### src/rtl/tile_result_drain.sv
// Drains a single-PE tile's south-side result bundle into a small FIFO,
// tagging each beat with its row within the output block.
module tile_result_drain #(
    parameter int C_W   = 19,
    parameter int B_W   = 19,
    parameter int DEPTH = 4,
    parameter int ROWS  = 8,
    localparam int AW   = $clog2(DEPTH),
    localparam int RW   = $clog2(ROWS)
) (
    input  logic           clock,
    input  logic           reset,
    input  logic [C_W-1:0] io_in_c,
    input  logic [B_W-1:0] io_in_b,
    input  logic           io_in_control_propagate,
    input  logic           io_in_valid,
    input  logic           io_deq_ready,
    output logic           io_deq_valid,
    output logic [C_W-1:0] io_deq_bits_c,
    output logic [B_W-1:0] io_deq_bits_b,
    output logic           io_deq_bits_propagate,
    output logic [RW-1:0]  io_deq_bits_row,
    output logic           io_deq_bits_last,
    output logic [AW:0]    io_count,
    output logic           io_overflow,
    input  logic           io_clear_overflow
);
    localparam logic [AW:0]   FULL     = (AW+1)'(DEPTH);
    localparam logic [RW-1:0] LAST_ROW = RW'(ROWS - 1);

    logic [C_W-1:0] mem_c   [DEPTH];
    logic [B_W-1:0] mem_b   [DEPTH];
    logic           mem_p   [DEPTH];
    logic [RW-1:0]  mem_row [DEPTH];

    logic [AW-1:0] wr_ptr, rd_ptr;
    logic [AW:0]   count;
    logic [RW-1:0] row_cnt, beat_row;
    logic          last_prop, overflow;
    logic          deq_fire, enq;

    // A propagate toggle marks the start of a new output block.
    assign beat_row = (io_in_control_propagate != last_prop) ? '0 : row_cnt;
    assign io_deq_valid = (count != '0);
    assign deq_fire = io_deq_valid && io_deq_ready;
    assign enq = io_in_valid && ((count != FULL) || deq_fire);

    always_ff @(posedge clock or posedge reset) begin
        if (reset) begin
            wr_ptr    <= '0;
            rd_ptr    <= '0;
            count     <= '0;
            row_cnt   <= '0;
            last_prop <= 1'b0;
            overflow  <= 1'b0;
        end else begin
            // Row tracking advances on dropped beats too, keeping block alignment.
            if (io_in_valid) begin
                row_cnt   <= beat_row + 1'b1;
                last_prop <= io_in_control_propagate;
            end
            if (enq)      wr_ptr <= wr_ptr + 1'b1;
            if (deq_fire) rd_ptr <= rd_ptr + 1'b1;
            case ({enq, deq_fire})
                2'b10:   count <= count + 1'b1;
                2'b01:   count <= count - 1'b1;
                default: count <= count;
            endcase
            if (io_in_valid && !enq)    overflow <= 1'b1;
            else if (io_clear_overflow) overflow <= 1'b0;
        end
    end

    always_ff @(posedge clock) begin
        if (enq) begin
            mem_c[wr_ptr]   <= io_in_c;
            mem_b[wr_ptr]   <= io_in_b;
            mem_p[wr_ptr]   <= io_in_control_propagate;
            mem_row[wr_ptr] <= beat_row;
        end
    end

    // Head is masked to zero while empty so stale storage never leaks out.
    assign io_deq_bits_c         = io_deq_valid ? mem_c[rd_ptr]   : '0;
    assign io_deq_bits_b         = io_deq_valid ? mem_b[rd_ptr]   : '0;
    assign io_deq_bits_propagate = io_deq_valid ? mem_p[rd_ptr]   : 1'b0;
    assign io_deq_bits_row       = io_deq_valid ? mem_row[rd_ptr] : '0;
    assign io_deq_bits_last      = io_deq_valid && (mem_row[rd_ptr] == LAST_ROW);
    assign io_count              = count;
    assign io_overflow           = overflow;
endmodule

### config.mk
export PLATFORM = sky130hd
export DESIGN_NAME = tile_result_drain
export DESIGN_NICKNAME = d
export VERILOG_FILES = /design/src/rtl/tile_result_drain.sv
export SDC_FILE = /design/constraint.sdc
export NUM_CORES = 1
export LEC_CHECK = 0
export CORE_UTILIZATION = 42
export DETAILED_ROUTE_END_ITERATION = 8
export PLACE_DENSITY = 0.65
export SLEW_MARGIN = 40
export SYNTH_ARGS = -nofsm -noshare
export SYNTH_HDL_FRONTEND = slang
export SYNTH_SLANG_ARGS = --single-unit
### constraint.sdc
create_clock -name clock -period 2.2 [get_ports clock]
set_input_delay 0.44 -clock clock [delete_from_list [all_inputs] [get_ports clock]]
set_output_delay 0.44 -clock clock [all_outputs]
set_load 0.03 [all_outputs]
==> flow_summary.yaml <==
outcome:
  status: "finished, violations left"
  violations: "negative setup slack"
floorplanning:
  start_util_pct: 42.9
  die_h_um: 132
  dieArea_um2: 17500
  die_x_um: 132
  row_count: 47
  pin_count: 92
  core_um2: 16600
sta:
  max_slew_margin_pct: 67.3
  finalMaxSlewViolations: 0
  fin_crit_ns: 2.53
  timing.fmax_mhz: 396
  rsz0062_at_grt: "yes"
  skew_ns: 0.00317
  setup_violations: 43
  worst_pin_slew_ns: 0.489
  fin_ws_ns: -0.328
  finalCritPeriodShare_pct: 115
  hold_viol: 0
  whs_ns: 0.332
final_layout:
  nets: 534
  area_delta_synth_final_pct: 33.2
  antennaDiodeCount: 0
  drive_above_1_share_pct: 41.0
clock_tree:
  cts_tree: "done"
  cts_buffers: 17
  clock_sinks: 180
  cts-root-buf: "clkbuf_16"
  clock_path_buffers: 2
  cts_max_level: 4
  clk_latency_ns: 0.42
  clk_pin_slew_ns: 0.06
setup_path:
  path_common_cell: "buf_6"
  cp_max_fo: 7
  critical_path_buf_inv_count: 3
  cpPeakStageDelay_ns: 0.55
  cp_top_family: "flip-flops"
  crit_slowest_cell: "dfrtp_4"
  endpoint_kind: "output pin"
  arrival_ns: 2.09
  worstPathCellList: "buf_12, buf_6, mux4_2, and2_4, and3_4, buf_6"
  crit_required_ns: 1.76
  cp-start-kind: "flip-flop"
  worst-setup-path-type: "reg2out"
detailed_routing:
  drt_iter0_drc: 276
  drcViolationCount: 0
  firstDrtPassIters: 4
  wl_per_cell_um: 18.3
  postRouteAntennaNets: 0
  wl_mm: 13.1
  vias: 3570
  viasPerCell: 4.98
logic_synthesis:
  synth_nets: 392
  synth_area_leader_cell: "edfxtp_1"
  netlist_area_um2: 7120
  synth-seq-area-share_pct: 75.1
  synthTopCellsByArea: "edfxtp_1 71%, mux4_2 13%, and2_1 4.2%, dfrtp_1 4.2%, buf_6 1.1%"
  synth-seq-cells: 180
  yosys.area.top_type_share_pct: 70.8
  synthesis.area_per_instance_um2: 20.8
  syn-instance-count: 342
  ys_warn_count: 0
  synth_cell_types: 27
global_routing:
  overflow: 0
  grt_util_all_layers_pct: 16.2
  grt_first_pass_wirelength_mm: 20.7
  grt_pass1_vias: 3879
  grt_max_degree: 26
  antenna_found_initial: 0
job:
  max_cap_viol_count: 0
place:
  dp_hpwl_mm: 8.22
  gp_congestion: 0.732
  dp_slack_ns: -0.211
  port-buffer-count: 91
pwr:
  p_leak_nw: 3.32
  p_per_area_nw_per_um2: 1540
  ir_drop_uv: 682
worst_hold_path:
  hp-class: "in2async"
worst paths after layout:
check / depth (start not counted) / from / slack, ns / end
setup / recovery: 6 / rd_ptr[0]$_DFFE_PP0P_ / -0.33 / io_deq_bits_last
hold / removal: 2 / reset / 0.33 / io_overflow$_DFFE_PP0P_
setup reg to reg: 8 / io_count[0]$_DFFE_PP0P_ / 0.12 / io_count[2]$_DFFE_PP0P_
hold reg to reg: 1 / row_cnt[1]$_DFFE_PP0P_ / 0.51 / row_cnt[1]$_DFFE_PP0P_
max in group asynchronous: 2 / reset / 1.50 / rd_ptr[0]$_DFFE_PP0P_
min in group clock: 1 / row_cnt[1]$_DFFE_PP0P_ / 0.51 / row_cnt[1]$_DFFE_PP0P_
timing repair:
item	4_1_cts	5_1_grt
endpoints found under the setup margin	44	44
pin swaps	14	4
setup buffers	12	4
hold buffers	0	0
resized for setup	213	13
cloned	1	0
Yosys cell counts:
| cell | count |
|---|---|
| fa_1 | 1 |
| buf_2 | 8 |
| ha_1 | 5 |
| or2_2 | 1 |
| edfxtp_1 | 168 |
| and3_1 | 1 |
| or3_1 | 1 |
| mux2i_1 | 1 |
| clkbuf_1 | 3 |
| and2_4 | 1 |
| a21oi_1 | 3 |
| nand2b_1 | 1 |
| o221ai_1 | 2 |
| dfrtp_1 | 12 |
| o21ai_0 | 6 |
| inv_1 | 7 |
| xnor2_1 | 5 |
| a21boi_2 | 1 |
| o32a_1 | 1 |
| and2_1 | 48 |
| nor3_1 | 1 |
| nand3_1 | 2 |
| nor2_1 | 2 |
| mux4_2 | 42 |
| mux2_2 | 7 |
| buf_6 | 7 |
| nand2_1 | 5 |
layer usage:
layer | global-route usage [%] | wire, µm | up-vias
met5 | 0 | 0 | -
met4 | 7.34 | 250 | 0
met3 | 4.04 | 517 | 17
met2 | 26.6 | 6510 | 85
met1 | 20.4 | 5840 | 1829
li1 | - | - | 1639
power by group:
group	internal, mW	switching, mW
logic	3.36	3.34
clock network	1.90	1.23
registers	4.54	0.208
cell type report:
cell class | count | area (µm²)
Tap cell | 220 | 275
Fill cell | 1253 | 7100
Clock buffer | 19 | 433
Clock inverter | 13 | 181
Inverter | 7 | 26.3
Timing Repair Buffer | 141 | 1530
Multi-Input combinational cell | 137 | 1680
Sequential cell | 180 | 5350
cells by family after synthesis:
group	share of synthesized area (%)
muxes	14.5
AOI/OAI and AO/OA	1.18
xor gates and xnor gates	0.615
and+or+nand+nor	5.27
adders and majority gates	1.16
buffers and inverters	2.20
DFF	75.1
cells in the final DEF (no fill, tap or decap), types with 3 or more instances in the layout:
master             n
buf_6             31
buf_4             25
mux2_2             7
bufinv_16          4
buf_12            15
and2_1            25
and2_2             4
mux4_2            42
buf_2              6
ha_1               5
edfxtp_1         168
inv_1              7
a21oi_1            3
clkinv_2           4
clkdlybuf4s15_2   16
xnor2_1            5
o21ai_0            6
and2_4            20
clkbuf_16         17
clkdlybuf4s50_1   47
nand2_1            5
dfrtp_1            9
through the flow:
step | area [µm²] | setup TNS (ns) | total power, mW | utilization, % | instances
after global placement | 8590 | -16.99 | 10.9 | 51.8 | 670
after global routing | 9480 | -13.28 | 15.2 | 57.2 | 717
after CTS | 9500 | -12.59 | 14.8 | 57.3 | 714
after floorplan | 7130 | 0 | 8.51 | - | 342
final | 9480 | -10.31 | 14.6 | 57.2 | 717
after detailed placement | 8590 | -19.97 | 11.0 | 51.8 | 670
sequential cells by signal (all words and copies together), names as in the netlist:
signal,count
io_count,3
io_overflow,1
last_prop,1
mem_b,76
mem_c,76
mem_p,4
mem_row,12
rd_ptr,2
row_cnt,3
wr_ptr,2
(Power assumes the default switching activity.)
==> edit (config.mk and constraints unchanged) <==
Make the reset (`reset`) synchronous in one clocked block.
--- a/src/rtl/tile_result_drain.sv
+++ b/src/rtl/tile_result_drain.sv
@@ -46,5 +46,5 @@
     assign enq = io_in_valid && ((count != FULL) || deq_fire);
 
-    always_ff @(posedge clock or posedge reset) begin
+    always_ff @(posedge clock) begin
         if (reset) begin
             wr_ptr    <= '0;
Function: differs if reset is asserted again (counterexample within 4 cycles, from zero or initial values and one cycle with reset high); with reset held inactive, the same outputs for 4 cycles.
==> edit against the original RTL <==
The run still ends with negative setup slack left. Critical path type unchanged. Area after synthesis is 0.76% higher. Synthesized cell count is 5.3% higher. Largest cell class unchanged. Sequential cell count is 2 higher. Routed wire length is 3.0% higher. Cell area is 0.84% higher. Highest routed layer unchanged. Critical path depth stayed put. Worst setup slack better by 0.16 ns.
Power is not compared: it rests on default switching activity, and its combinational part moved more than twofold at a synthesized area within 25%.
==> edit: results (changes against the original RTL) <==
* Run status: complete, but fails checks (unchanged)
* Failing checks: negative setup slack (unchanged)
* Dpl ws at -0.1599 ns (was -0.2112 ns)
* Worst setup SP type: flip-flop (unchanged)
* Async set-reset flop share out of synthesis at 0% (was 6.667%)
* Synth cell types at 39 (was 27)
* Mapped Nets at 410 (was 392)
* Setup WS post-layout at -0.1661 ns (was -0.3280 ns)
* GR met2 Demand/Resource at 26.61% (was 26.57%)
* DP Area at 8656 um^2 (was 8586 um^2)
* Critical path's slowest cell: mux4_2 (was dfrtp_4)
* CP Data Arrival Time at 1.93 ns (was 2.09 ns)
* Main area contributors after synthesis: edfxtp_1 (70%), mux4_2 (13%), and2_1 (4.3%) (was edfxtp_1 (71%), mux4_2 (13%), and2_1 (4.2%))
* Post-synthesis sequential area ratio at 74.21% (was 75.05%)
* Max Clock Skew at 0.005589 ns (was 0.003171 ns)
* Met3 Resource Use GR at 3.372% (was 4.037%)
* Routability Congestion at 0.7366 (was 0.7315)
* Largest delay share family, worst path: buffers and inverters (was flip-flops)
* WL final at 13520 um (was 13130 um)
* Fillers at 1262 (was 1253)
* Hold WS at 0.4800 ns (was 0.3316 ns)
* Total Nets Final at 549 (was 534)
* Gr usage total at 16.47% (was 16.17%)
* R2R depth at 6 (was 8)
* Routed wire per std cell at 18.46 um (was 18.31 um)
* FF-to-FF End: io_count[1] (was io_count[2])
* TNS Setup at -4.066 ns (was -10.31 ns)
* Final setup violation count at 43 (unchanged)
* Synth Area in Compound Gates at 1.552% (was 1.177%)
* Via count at 3729 (was 3570)
* Worst-case hold path end point: io_overflow
* Largest net degree at the start of global routing at 24 (was 26)
* DPL Wire Length at 8453 um (was 8224 um)
* Synth Area in XOR/XNOR at 0.4882% (was 0.6149%)
* Post-synthesis adder-cell area fraction at 1.151% (was 1.160%)
* Ratio of cells with drive above 1 in the final layout at 41.21% (was 41.05%)
* 1st-iter DRT viols at 257 (was 276)
* Post-synth top cells: edfxtp_1 (168), and2_1 (49), mux4_2 (42) (was edfxtp_1 (168), and2_1 (48), mux4_2 (42))
* CP peak stage delay at 0.48 ns (was 0.55 ns)
* Dpl cells at 684 (was 670)
* M1 GR Usage at 22.34% (was 20.38%)
* Mux contribution to synthesized area at 14.04% (was 14.53%)
* First-pass GRT wire length at 21420 um (was 20710 um)
* Avg Cell Area, Syn at 19.93 um^2 (was 20.82 um^2)
* CP endpoint: io_deq_bits_c[6] (was io_deq_bits_last)
## edit: changes by cell type after synthesis, sizes merged, moves of 2 or more
cell / before / now
a211oi: 0 / 3
a31oi: 0 / 3
clkbuf: 3 / 7
dfrtp: 12 / 0
dfxtp: 0 / 14
mux2: 7 / 1
mux2i: 1 / 5
nand2: 5 / 3
nand2b: 1 / 3
nor2: 2 / 9
o21ai: 6 / 2
o221ai: 2 / 0
xnor2: 5 / 1
xor2: 0 / 3
## edit: cell type report
cell class	count	area (um^2)	share of cell area, %
tap	220	275.3	2.878
timing repair buffer	142	1563	16.34
clock inverter	14	148.9	1.557
clock buffer	18	429.2	4.488
multi-input combinational	150	1785	18.67
inverter	6	22.52	0.2355
sequential	182	5339	55.83
## edit: routing by layer
metal | routed length (um) | share of wire (%)
met4 | 192 | 1.4
met3 | 404 | 3.0
met5 | 0 | 0
met1 | 6162 | 46
met2 | 6756 | 50
